**config.mk**
```make
export PLATFORM = sky130hd
export DESIGN_NAME = kda_scheduler_flat
export DESIGN_NICKNAME = d
export VERILOG_FILES = /design/src/rtl/kda_scheduler_if.sv /design/src/rtl/kda_scheduler.sv /design/src/flat_wrapper.sv
export SDC_FILE = /design/constraint.sdc
export NUM_CORES = 2
export LEC_CHECK = 0
export ABC_CLOCK_PERIOD_IN_PS = 13610
export BUFFER_PORTS_ARGS = -buffer_cell sky130_fd_sc_hd__buf_2
export CAP_MARGIN = 20
export CORE_MARGIN = 4
export CORE_UTILIZATION = 45
export DETAILED_ROUTE_END_ITERATION = 10
export PLACE_DENSITY = 0.71
export SLEW_MARGIN = 20
export SYNTH_ARGS = -nofsm -noshare
export SYNTH_HDL_FRONTEND = slang
export SYNTH_SLANG_ARGS = --single-unit
```
**constraint.sdc**
```tcl
create_clock -name clk_i -period 13.61 [get_ports clk_i]
set_input_delay 0.6805 -clock clk_i [delete_from_list [all_inputs] [get_ports clk_i]]
set_output_delay 0.6805 -clock clk_i [all_outputs]
set_load 0.03 [all_outputs]
```
**src/rtl/kda_scheduler_if.sv**
```systemverilog
// kda_scheduler_if
//   Bundles the job, core-dispatch, core-result and output-stream signals of
//   kda_scheduler. Signal names keep the scheduler's point of view (_i = into
//   the scheduler, _o = out of it).
//   Modports:
//     slave  - the scheduler itself
//     master - the environment (job source, pbkdf2 cores, key consumer)
//   Signals:
//     job_words_i, job_v_i, job_ready_o, abort_i, busy_o, done_o : job control
//     core_v_o, core_ready_i, core_idx_o                          : dispatch
//     core_v_i, core_hash_i, core_yumi_o                          : results
//     data_o, v_o, yumi_i                                         : key stream
interface kda_scheduler_if #(
  parameter int NUM_CORES  = 4,
  parameter int MAX_BLOCKS = 8,
  parameter int HASH_W     = 256,
  parameter int DATA_W     = 64
);
  localparam int WPB = HASH_W / DATA_W;
  localparam int JW  = $clog2(MAX_BLOCKS * WPB + 1);

  logic [JW-1:0]               job_words_i;
  logic                        job_v_i;
  logic                        job_ready_o;
  logic                        abort_i;
  logic                        busy_o;
  logic                        done_o;
  logic [NUM_CORES-1:0]        core_v_o;
  logic [NUM_CORES-1:0]        core_ready_i;
  logic [31:0]                 core_idx_o;
  logic [NUM_CORES-1:0]        core_v_i;
  logic [NUM_CORES*HASH_W-1:0] core_hash_i;
  logic [NUM_CORES-1:0]        core_yumi_o;
  logic [DATA_W-1:0]           data_o;
  logic                        v_o;
  logic                        yumi_i;

  modport slave (
    input  job_words_i, job_v_i, abort_i, core_ready_i, core_v_i,
           core_hash_i, yumi_i,
    output job_ready_o, busy_o, done_o, core_v_o, core_idx_o, core_yumi_o,
           data_o, v_o
  );

  modport master (
    output job_words_i, job_v_i, abort_i, core_ready_i, core_v_i,
           core_hash_i, yumi_i,
    input  job_ready_o, busy_o, done_o, core_v_o, core_idx_o, core_yumi_o,
           data_o, v_o
  );
endinterface

```
**src/rtl/kda_scheduler.sv**
```systemverilog
// kda_scheduler
//   Splits a key-derivation job into HASH_W-bit PBKDF2 blocks, hands block
//   indices round-robin to NUM_CORES external cores, collects results in any
//   order, and streams the derived key out in block order, DATA_W bits per
//   word, most-significant word first, truncated to the requested length.
//   Ports:
//     clk_i        - clock, rising edge
//     reset_n_i    - asynchronous active-low reset
//     bus          - kda_scheduler_if.slave (job, dispatch, results, stream)
//     dbg_state_o  - current FSM state (IDLE=0, RUN=1, ABORT=2, DONE=3)
//
//   Handshakes:
//     job     : accepted on a cycle with job_v_i && job_ready_o.
//     dispatch: core_v_o[c] is only raised when core_ready_i[c] is high, so
//               a raised core_v_o[c] is the transfer (same cycle).
//     results : core_v_i[c] is held by the core; core_yumi_o[c] acknowledges
//               it in the cycle it is high.
//     stream  : v_o/data_o hold until yumi_i; a word moves on v_o && yumi_i.
module kda_scheduler #(
  parameter int NUM_CORES  = 4,
  parameter int MAX_BLOCKS = 8,
  parameter int HASH_W     = 256,
  parameter int DATA_W     = 64
) (
  input  logic             clk_i,
  input  logic             reset_n_i,
  kda_scheduler_if.slave   bus,
  output logic [1:0]       dbg_state_o
);
  localparam int WPB  = HASH_W / DATA_W;
  localparam int MAXW = MAX_BLOCKS * WPB;
  localparam int JW   = $clog2(MAXW + 1);
  // Block counters run 1..MAX_BLOCKS+1 (next_blk passes nblk by one).
  localparam int BW   = $clog2(MAX_BLOCKS + 2);
  localparam int BIW  = (MAX_BLOCKS > 1) ? $clog2(MAX_BLOCKS) : 1;
  localparam int OW   = (WPB > 1) ? $clog2(WPB) : 1;
  localparam int CW   = (NUM_CORES > 1) ? $clog2(NUM_CORES) : 1;

  typedef enum logic [1:0] {S_IDLE, S_RUN, S_ABORT, S_DONE} state_t;

  state_t                r_state, w_next;
  logic [JW-1:0]         r_words, r_sent;
  logic [BW-1:0]         r_nblk, r_next_blk, r_out_blk;
  logic [OW-1:0]         r_out_word;
  logic [CW-1:0]         r_rr;
  logic [NUM_CORES-1:0]  r_busy;
  logic [MAX_BLOCKS-1:0] r_have;
  logic [BW-1:0]         r_tag [NUM_CORES];
  logic [HASH_W-1:0]     r_buf [MAX_BLOCKS];

  logic [JW-1:0]         w_job_words;
  logic [BW-1:0]         w_job_nblk;
  logic                  w_col_v, w_disp_v, w_disp_ok;
  logic [CW-1:0]         w_col_c, w_disp_c, w_cand;
  logic [NUM_CORES-1:0]  w_yumi, w_core_v, w_elig;
  logic [BIW-1:0]        w_col_idx, w_out_idx;
  logic [HASH_W-1:0]     w_col_hash, w_out_blk_data;
  logic [DATA_W-1:0]     w_word;
  logic                  w_v, w_fire, w_last;

  assign dbg_state_o = r_state;

  // Oversized requests are clamped to what the buffer can hold.
  assign w_job_words = (bus.job_words_i > JW'(MAXW)) ? JW'(MAXW) : bus.job_words_i;
  assign w_job_nblk  = BW'((int'(w_job_words) + WPB - 1) / WPB);

  // Collect: lowest-index core with a result that we actually dispatched to.
  always_comb begin
    w_col_v = 1'b0;
    w_col_c = '0;
    if (r_state == S_RUN || r_state == S_ABORT) begin
      for (int c = NUM_CORES - 1; c >= 0; c--) begin
        if (bus.core_v_i[c] && r_busy[c]) begin
          w_col_v = 1'b1;
          w_col_c = CW'(c);
        end
      end
    end
    w_yumi          = '0;
    w_yumi[w_col_c] = w_col_v;
  end

  assign w_col_idx  = BIW'(r_tag[w_col_c] - 1'b1);
  assign w_col_hash = HASH_W'(bus.core_hash_i >> (int'(w_col_c) * HASH_W));

  // A core being acknowledged this cycle is free again, so it may take a new
  // block in the same cycle.
  assign w_elig    = bus.core_ready_i & ~(r_busy & ~w_yumi);
  assign w_disp_ok = (r_state == S_RUN) && !bus.abort_i && (r_next_blk <= r_nblk);

  // Dispatch: first eligible core after the last one served.
  always_comb begin
    w_disp_v = 1'b0;
    w_disp_c = '0;
    w_cand   = '0;
    if (w_disp_ok) begin
      for (int k = 1; k <= NUM_CORES; k++) begin
        w_cand = CW'((int'(r_rr) + k) % NUM_CORES);
        if (!w_disp_v && w_elig[w_cand]) begin
          w_disp_v = 1'b1;
          w_disp_c = w_cand;
        end
      end
    end
    w_core_v           = '0;
    w_core_v[w_disp_c] = w_disp_v;
  end

  // Stream side.
  assign w_out_idx      = BIW'(r_out_blk - 1'b1);
  assign w_out_blk_data = r_buf[w_out_idx];
  assign w_word         = DATA_W'(w_out_blk_data >> (DATA_W * (WPB - 1 - int'(r_out_word))));
  assign w_v            = (r_state == S_RUN) && r_have[w_out_idx];
  assign w_fire         = w_v && bus.yumi_i;
  assign w_last         = w_fire && ((r_sent + 1'b1) == r_words);

  always_comb begin
    w_next = r_state;
    case (r_state)
      S_IDLE:  if (bus.job_v_i) w_next = (w_job_words == '0) ? S_DONE : S_RUN;
      S_RUN:   if (bus.abort_i) w_next = S_ABORT;
               else if (w_last) w_next = S_DONE;
      S_ABORT: if (r_busy == '0) w_next = S_DONE;
      S_DONE:  w_next = S_IDLE;
      default: w_next = S_IDLE;
    endcase
  end

  always_comb begin
    bus.job_ready_o = (r_state == S_IDLE);
    bus.busy_o      = (r_state != S_IDLE);
    bus.done_o      = (r_state == S_DONE);
    bus.core_v_o    = w_core_v;
    bus.core_idx_o  = w_disp_v ? 32'(r_next_blk) : 32'd0;
    bus.core_yumi_o = w_yumi;
    bus.v_o         = w_v;
    bus.data_o      = w_v ? w_word : '0;
  end

  always_ff @(posedge clk_i or negedge reset_n_i) begin
    if (!reset_n_i) begin
      r_state    <= S_IDLE;
      r_words    <= '0;
      r_sent     <= '0;
      r_nblk     <= '0;
      r_next_blk <= '0;
      r_out_blk  <= '0;
      r_out_word <= '0;
      r_rr       <= CW'(NUM_CORES - 1);
      r_busy     <= '0;
      r_have     <= '0;
      for (int c = 0; c < NUM_CORES; c++) r_tag[c] <= '0;
    end else begin
      r_state <= w_next;
      r_busy  <= (r_busy & ~w_yumi) | w_core_v;

      if (r_state == S_IDLE && bus.job_v_i) begin
        r_words    <= w_job_words;
        r_nblk     <= w_job_nblk;
        r_next_blk <= BW'(1);
        r_out_blk  <= BW'(1);
        r_out_word <= '0;
        r_sent     <= '0;
        r_have     <= '0;
      end

      if (w_disp_v) begin
        r_tag[w_disp_c] <= r_next_blk;
        r_rr            <= w_disp_c;
        r_next_blk      <= r_next_blk + 1'b1;
      end

      if (w_fire) begin
        r_sent <= r_sent + 1'b1;
        if (r_out_word == OW'(WPB - 1)) begin
          r_out_word        <= '0;
          r_have[w_out_idx] <= 1'b0;
          r_out_blk         <= r_out_blk + 1'b1;
        end else begin
          r_out_word <= r_out_word + 1'b1;
        end
      end

      // Results landing during ABORT are acknowledged but dropped.
      if (w_col_v && r_state == S_RUN) r_have[w_col_idx] <= 1'b1;
    end
  end

  // Result buffer needs no reset: a block is only read once its have bit is set.
  always_ff @(posedge clk_i) begin
    if (w_col_v && r_state == S_RUN) r_buf[w_col_idx] <= w_col_hash;
  end
endmodule
```
**src/flat_wrapper.sv**
```systemverilog
// flat-port wrapper written by rule: the top's interface ports become plain ports
module kda_scheduler_flat 
#(
  parameter int NUM_CORES  = 4,
  parameter int MAX_BLOCKS = 8,
  parameter int HASH_W     = 256,
  parameter int DATA_W     = 64
)
  (clk_i, reset_n_i, dbg_state_o, bus_job_words_i, bus_job_v_i, bus_abort_i, bus_core_ready_i, bus_core_v_i, bus_core_hash_i, bus_yumi_i, bus_job_ready_o, bus_busy_o, bus_done_o, bus_core_v_o, bus_core_idx_o, bus_core_yumi_o, bus_data_o, bus_v_o);
  kda_scheduler_if #(.NUM_CORES(NUM_CORES), .MAX_BLOCKS(MAX_BLOCKS), .HASH_W(HASH_W), .DATA_W(DATA_W)) bus_i ();
  input  logic clk_i;
  input  logic reset_n_i;
  output logic [1:0] dbg_state_o;
  input wire logic [$bits(bus_i.job_words_i)-1:0] bus_job_words_i;
  input wire logic [$bits(bus_i.job_v_i)-1:0] bus_job_v_i;
  input wire logic [$bits(bus_i.abort_i)-1:0] bus_abort_i;
  input wire logic [$bits(bus_i.core_ready_i)-1:0] bus_core_ready_i;
  input wire logic [$bits(bus_i.core_v_i)-1:0] bus_core_v_i;
  input wire logic [$bits(bus_i.core_hash_i)-1:0] bus_core_hash_i;
  input wire logic [$bits(bus_i.yumi_i)-1:0] bus_yumi_i;
  output wire logic [$bits(bus_i.job_ready_o)-1:0] bus_job_ready_o;
  output wire logic [$bits(bus_i.busy_o)-1:0] bus_busy_o;
  output wire logic [$bits(bus_i.done_o)-1:0] bus_done_o;
  output wire logic [$bits(bus_i.core_v_o)-1:0] bus_core_v_o;
  output wire logic [$bits(bus_i.core_idx_o)-1:0] bus_core_idx_o;
  output wire logic [$bits(bus_i.core_yumi_o)-1:0] bus_core_yumi_o;
  output wire logic [$bits(bus_i.data_o)-1:0] bus_data_o;
  output wire logic [$bits(bus_i.v_o)-1:0] bus_v_o;
  assign bus_i.job_words_i = bus_job_words_i;
  assign bus_i.job_v_i = bus_job_v_i;
  assign bus_i.abort_i = bus_abort_i;
  assign bus_i.core_ready_i = bus_core_ready_i;
  assign bus_i.core_v_i = bus_core_v_i;
  assign bus_i.core_hash_i = bus_core_hash_i;
  assign bus_i.yumi_i = bus_yumi_i;
  assign bus_job_ready_o = bus_i.job_ready_o;
  assign bus_busy_o = bus_i.busy_o;
  assign bus_done_o = bus_i.done_o;
  assign bus_core_v_o = bus_i.core_v_o;
  assign bus_core_idx_o = bus_i.core_idx_o;
  assign bus_core_yumi_o = bus_i.core_yumi_o;
  assign bus_data_o = bus_i.data_o;
  assign bus_v_o = bus_i.v_o;
  kda_scheduler #(.NUM_CORES(NUM_CORES), .MAX_BLOCKS(MAX_BLOCKS), .HASH_W(HASH_W), .DATA_W(DATA_W)) u_core (.clk_i(clk_i), .reset_n_i(reset_n_i), .bus(bus_i), .dbg_state_o(dbg_state_o));
endmodule
```
## Word-level counts from Yosys, hierarchy flattened

Memories as Yosys holds them, arrays and structs flattened.
Index checks and enable logic that the tools add are counted.

- Flip-flop bits (word level): 58
- Latch bits: 0
- Memory bits (writable): 2048
- Bits in read-only memories: 0
- Memories kept: 1

- Add/subtract/negate cells: 14
- $mul: 0
- Divide/modulo/power cells: 0
- Magnitude comparators: 17
- Eq/ne operators: 8
- Shift operators: 2
- Mux-type cells: 72
- Bitwise gates (word level): 13
- Reduce and logical (&&, ||, !) cells: 32

Memories:

| memory | depth | bits a word | rd ports | clocked after memory_dff | write ports | RTL line | text |
|---|---|---|---|---|---|---|---|
| u_core.r_buf | 8 | 256 | 1 | 0 | 1 | kda_scheduler.sv:49 | `logic [HASH_W-1:0] r_buf [MAX_BLOCKS];` |

Operator list:

| kind | count |
|---|---|
| 1024-bit by 10-bit >> shifter with 256-bit output | 1 |
| 256-bit by 32-bit >> shifter with 64-bit output | 1 |
| 64-bit two-way mux | 1 |
| 2-bit two-way mux | 18 |
| 8-bit two-way mux | 4 |
| 4-bit two-way mux | 7 |
| 1-bit two-way mux | 24 |
| 1-bit logical AND | 19 |
| 2-bit by 3-bit < comparator with 1-bit output (second input constant) | 6 |
| 6-bit two-way mux | 3 |
| 4-bit AND | 4 |
| 16-bit bitwise mux | 1 |
| 4-bit by 1-bit adder with 4-bit output (second input constant) | 2 |
| 8-bit AND | 1 |
| 1-bit binary-select mux with 2-bit select | 4 |
| 4-bit binary-select mux with 2-bit select | 1 |
| 4-bit demux with 2-bit select | 1 |
| 3-bit by 4-bit < comparator with 1-bit output (second input constant) | 2 |
| 4-bit inverter | 2 |
| 8-bit inverter | 1 |
| 8-bit OR | 1 |
| 2-bit case mux with 4 select lines | 1 |
| 7-bit by 1-bit subtractor with 8-bit output (second input constant) | 1 |
| 6-bit by 3-bit adder with 7-bit output (second input constant) | 1 |
| 32 further kinds | 51 |

## Depth between registers and ports, before layout

- Depth after elaboration: 37
- Mapped depth: 15
- Gate-level depth less buffers: 12

## Least setup slack after synthesis

No wires, ideal clock.

- Path type: flip-flop to flip-flop
- Start: register u_core.r_state[1], in the netlist u_core.dbg_state_o[1]
- End: memory u_core.r_buf[4][0] (enable)
- Setup time: 0.880 ns
- Arrival time: 14.083 ns
- Path slack: -1.353 ns
- Stages on the path, launching flop included: 15
- Clock period less this slack: 14.963 ns
- Cell sequence: dfrtp_1 inv_1 ha_1 a21bo_1 buf_6 nor3_4 clkbuf_1 mux4_2 inv_1 ha_1 nor2_1 and3_1 or4_1 buf_2 nor2_1

- Longest elaborated chain between the ends: 8

Ends and longest elaborated chain:

| element | RTL line | text |
|---|---|---|
| start, declared | kda_scheduler.sv:41 | `state_t r_state, w_next;` |
| start signal, assigned | kda_scheduler.sv:154 | `r_state <= w_next;` |
| 2-bit by 1-bit equality test with 1-bit output / 2-bit equality test (equally long branches) | kda_scheduler.sv:71, kda_scheduler.sv:191 |  |
| 1-bit logical OR | kda_scheduler.sv:71 | `if (r_state == S_RUN \|\| r_state == S_ABORT) begin` |
| 2-bit two-way mux | kda_scheduler.sv:71 |  |
| 2-bit inverter with 3-bit output (not written as such) | kda_scheduler.sv:83 | `assign w_col_idx = BIW'(r_tag[w_col_c] - 1'b1);` |
| 4-bit binary-select mux with 2-bit select | kda_scheduler.sv:83 |  |
| 3-bit two-way mux (not written as such) (2 in series) | kda_scheduler.sv:83 |  |
| 3-bit by 1-bit subtractor with 3-bit output | kda_scheduler.sv:83 |  |
| end, declared | kda_scheduler.sv:49 |  |

Several ways; a longest one is shown, not always the timed one. The select of a mux whose other input is x is not followed.

## Final worst setup path

- Start: register u_core.r_out_blk[0]
- End: output port bus_data_o[30]

- Longest elaborated chain between the ends: 5

Ends and longest elaborated chain:

| element | RTL line | text |
|---|---|---|
| start, declared | kda_scheduler.sv:43 | `logic [BW-1:0] r_nblk, r_next_blk, r_out_blk;` |
| start signal, assigned | kda_scheduler.sv:178 | `r_out_blk <= r_out_blk + 1'b1;` |
| 3-bit by 1-bit subtractor with 3-bit output (*) | kda_scheduler.sv:110 | `assign w_out_idx = BIW'(r_out_blk - 1'b1);` |
| parallel branches: the longest is 3 deep, another holds memory read 8 x 256 bit | n/a |  |
| 64-bit two-way mux (*) | kda_scheduler.sv:137 | `bus.data_o = w_v ? w_word : '0;` |
| end, declared | flat_wrapper.sv:27 | `output wire logic [$bits(bus_i.data_o)-1:0] bus_data_o;` |

Mark *: on every way between the ends. The select of a mux whose other input is x is not followed.

==> flow_summary.toml <==
[setup_path]
critPathMaxStageDelay_ps = 970
crit_arrival_ps = 7620
setup.worst_path.start_class = "register"
worstPathRequired_ps = 12930
critPathSlowestCell = "dfrtp_4"
r2r_cells = 15
path_cells = "inv_8, ha_1, clkinv_1, nor2_4, buf_12, buf_16, buf_4, a221oi_1, o21ai_0, o21ai_0, o32ai_1, buf_2"
crit_top_cell = "o21ai_0"
critical_path_class = "register to primary output"
cp-end-kind = "primary output"
worstPathMaxFanout = 130

[floorplanning]
die_area_um2 = 200000
die_y_um = 447
core-area_um2 = 191000
start_util_pct = 45.5
num_rows = 160
fp.dieW_um = 447
io-pin-count = 1153

[sta]
finalSetupViolCount = 0
finClkSkew_ps = 41.2
timing.final.crit_share_pct = 61.0
finalCriticalPeriod_ps = 8300
hold_violations = 0
hold_slack_ps = 163
tightestPinTransition_ps = 1110
max_freq_mhz = 120
slew_headroom_pct = 25.9
drv_slew = 0
tns_ps = 0
rsz0062_at_grt = "false"

[final_layout]
final_core_util_pct = 53.0
syn2layout_area_growth_pct = 16.6
fin_nets = 7012
final_layout_size_suffix_gt1_share_pct = 31.2
finalInstanceArea_um2 = 101000
n_fill_cell = 15077

[routing]
via_per_inst = 6.25
wl_mm = 276
route.antenna.remaining_nets = 0
post_drt_wl_per_cell_um = 31.9
drc = 0
first_pass_iters = 6
vias = 54002
drt-initial-drc-count = 6175

[power_and_ir_drop]
switching_power_mw = 4.17
switching_share_pct = 26.4
p_per_area_nw_per_um2 = 156
seqPwrFrac_pct = 50.6
p_leak_nw = 36.7
power.total_mw = 15.8
p_int_mw = 11.6
clkPwrFrac_pct = 33.7
pwr-share-comb_pct = 15.7
peakVddDrop_uv = 160

[clock_network]
cts_made_buffers = 200
path_clk_slew_ps = 60
cts_max_level = 4
clock_sinks = 2101
cts_hold_buf = 1
root_buffer = "clkbuf_16"
tritoncts = "built"
cts_max_path_buffers = 3
postCtsSetupRepairBufs = 0
clk_latency_ps = 840
cts_resized = 0

[global_routing]
antenna_found_initial = 53
grt_util_all_layers_pct = 26.7
grt_pass1_vias = 52702
grt_pass1_wl_mm = 384
grt_max_degree = 180
overflow = 0

[synthesis]
synth_edf_count = 2048
synth_fa_ha_area_share_pct = 0.202
synth_cell_types = 69
syn_area_per_cell_um2 = 17.6
synthTopCellsByArea = "edfxtp_1, mux4_2, a221oi_1, mux2i_1, nor2_1"
synth_mux_area_share_pct = 13.0
async_flop_share_pct = 2.52
yosys.area.top_type_share_pct = 70.8
yosys.area.top_type = "edfxtp_1"
synth_xor_area_share_pct = 0.151
ys_warn_count = 0
syn-instance-count = 4927
synthSimpleGateAreaFrac_pct = 3.00
syn_area_um2 = 86800
ys_ff_latch = 2101
synth_top_family_by_area = "multiplexers"
seq_area_frac_synth_pct = 72.4
synth_compound_area_share_pct = 9.08
ys.flop_type = "edfxtp_1"

[placed_design]
dp_hpwl_mm = 176
portBuffers = 1124
placed_area_um2 = 94900
gp_congestion = 0.983

[worst_hold_path]
hp-class = "primary input to register"
whs_path_depth = 3

[flow_run]
drv_cap = 0

[outcome]
status = "finished clean"
## power groups by stage
stage | logic [mW] | registers, mW | clock network [mW]
final | 2.48 | 8.01 | 5.33
after global placement | 2.44 | 8.13 | 0
after floorplan | 1.41 | 8.17 | 0
after CTS | 2.50 | 8.01 | 5.39
after global routing | 2.63 | 8.02 | 5.68
after detailed placement | 2.50 | 8.14 | 0
## metal layers
layer | wire length (µm) | global-route usage (%) | vias to the layer above
met3 | 21700 | 4.75 | 376
li1 | - | - | 22761
met4 | 9200 | 8.35 | 20
met2 | 136000 | 43.8 | 2793
met5 | 133 | 0 | -
met1 | 109000 | 36.4 | 28052
## through the flow
stage | std cells | worst slack [ps]
4_1_cts | 8627 | 5500
6_report | 8638 | 5310
3_3_place_gp | 8261 | 6520
2_1_floorplan | 4954 | -1350
3_5_place_dp | 8261 | 6420
5_1_grt | 8631 | 5040
## cells in the mapped netlist, drive strengths merged (51+ instances only)
| cell | instances |
|---|---|
| nor2 | 414 |
| mux2i | 394 |
| a221oi | 574 |
| o21ai | 153 |
| mux4 | 258 |
| clkbuf | 274 |
| nor4 | 66 |
| dfrtp | 51 |
| o32ai | 64 |
| buf | 143 |
| edfxtp | 2048 |
| nand2 | 53 |
| mux2 | 137 |
| o221ai | 128 |
## kinds of logic after synthesis
group / Yosys count
xor+xnor: 15
compound gates: 968
fa+ha+maj: 14
flops: 2101
mux: 789
other cells: 1
simple gates: 598
buf+inv: 441
## sequential cells by signal, summed over array words and instances (netlist names)
| register | count |
|---|---|
| u_core.r_out_blk | 3 |
| u_core.r_words | 6 |
| u_core.r_sent | 6 |
| u_core.r_tag | 12 |
| u_core.r_out_word | 2 |
| u_core.r_next_blk | 4 |
| u_core.r_nblk | 4 |
| u_core.r_buf | 2048 |
| u_core.r_rr | 2 |
| u_core.r_have | 8 |
| u_core.dbg_state_o | 2 |
| u_core.r_busy | 4 |
## area by class of cell
| class | count | area (µm²) | share of cell area, % |
|---|---|---|---|
| clock inverter | 108 | 988 | 0.976 |
| clock buffer | 257 | 5280 | 5.21 |
| sequential | 2101 | 62800 | 62.0 |
| inverter | 24 | 97.6 | 0.0964 |
| tap | 2511 | 3140 | 3.10 |
| timing repair buffer | 1216 | 6580 | 6.49 |
| multi-input combinational | 2412 | 22300 | 22.1 |
| antenna | 9 | 22.5 | 0.0222 |
## cell usage in the layout, fill, tap and decap left out, drive strengths merged, types with 3 or more instances in the layout
cell         n
a21boi       3
a21oi        9
a221oi     574
a31o         8
a31oi        6
and2         7
and3         3
buf       1215
bufinv      10
clkbuf     257
clkinv      83
clkinvlp     7
conb        28
dfrtp       51
diode        9
edfxtp    2048
ha          14
inv         32
mux2       137
mux2i      394
mux4       258
nand2       53
nand2b      10
nand3       12
nand4        5
nor2       414
nor2b        9
nor3         8
nor4        66
o211ai       5
o21ai      153
o221ai     128
o31ai        4
o32ai       64
or2          4
or4          3
xnor2       10
xor2         5
## critical path, delay by kind of cell, from the launching register on
kind                       cells  cell delay [ps]
AOI/OAI and AO/OA              4             1330
adders and majority gates      1              700
DFF                            1              970
buffers and inverters          6             2570
and+or+nand+nor                1              810
## final timing paths
kind                                       start                   end  slack [ps]
hold / removal                bus_job_words_i[0]     u_core.r_words[0]         160
max in group asynchronous              reset_n_i   u_core.r_out_blk[0]       12480
hold reg to reg                 u_core.r_nblk[2]      u_core.r_nblk[2]         500
setup reg to reg           u_core.dbg_state_o[0]  u_core.r_buf[5][230]        6440
setup / recovery             u_core.r_out_blk[0]        bus_data_o[30]        5310
min in group asynchronous              reset_n_i      u_core.r_tag[13]         560
No activity file was read; power rests on OpenSTA's default activity.
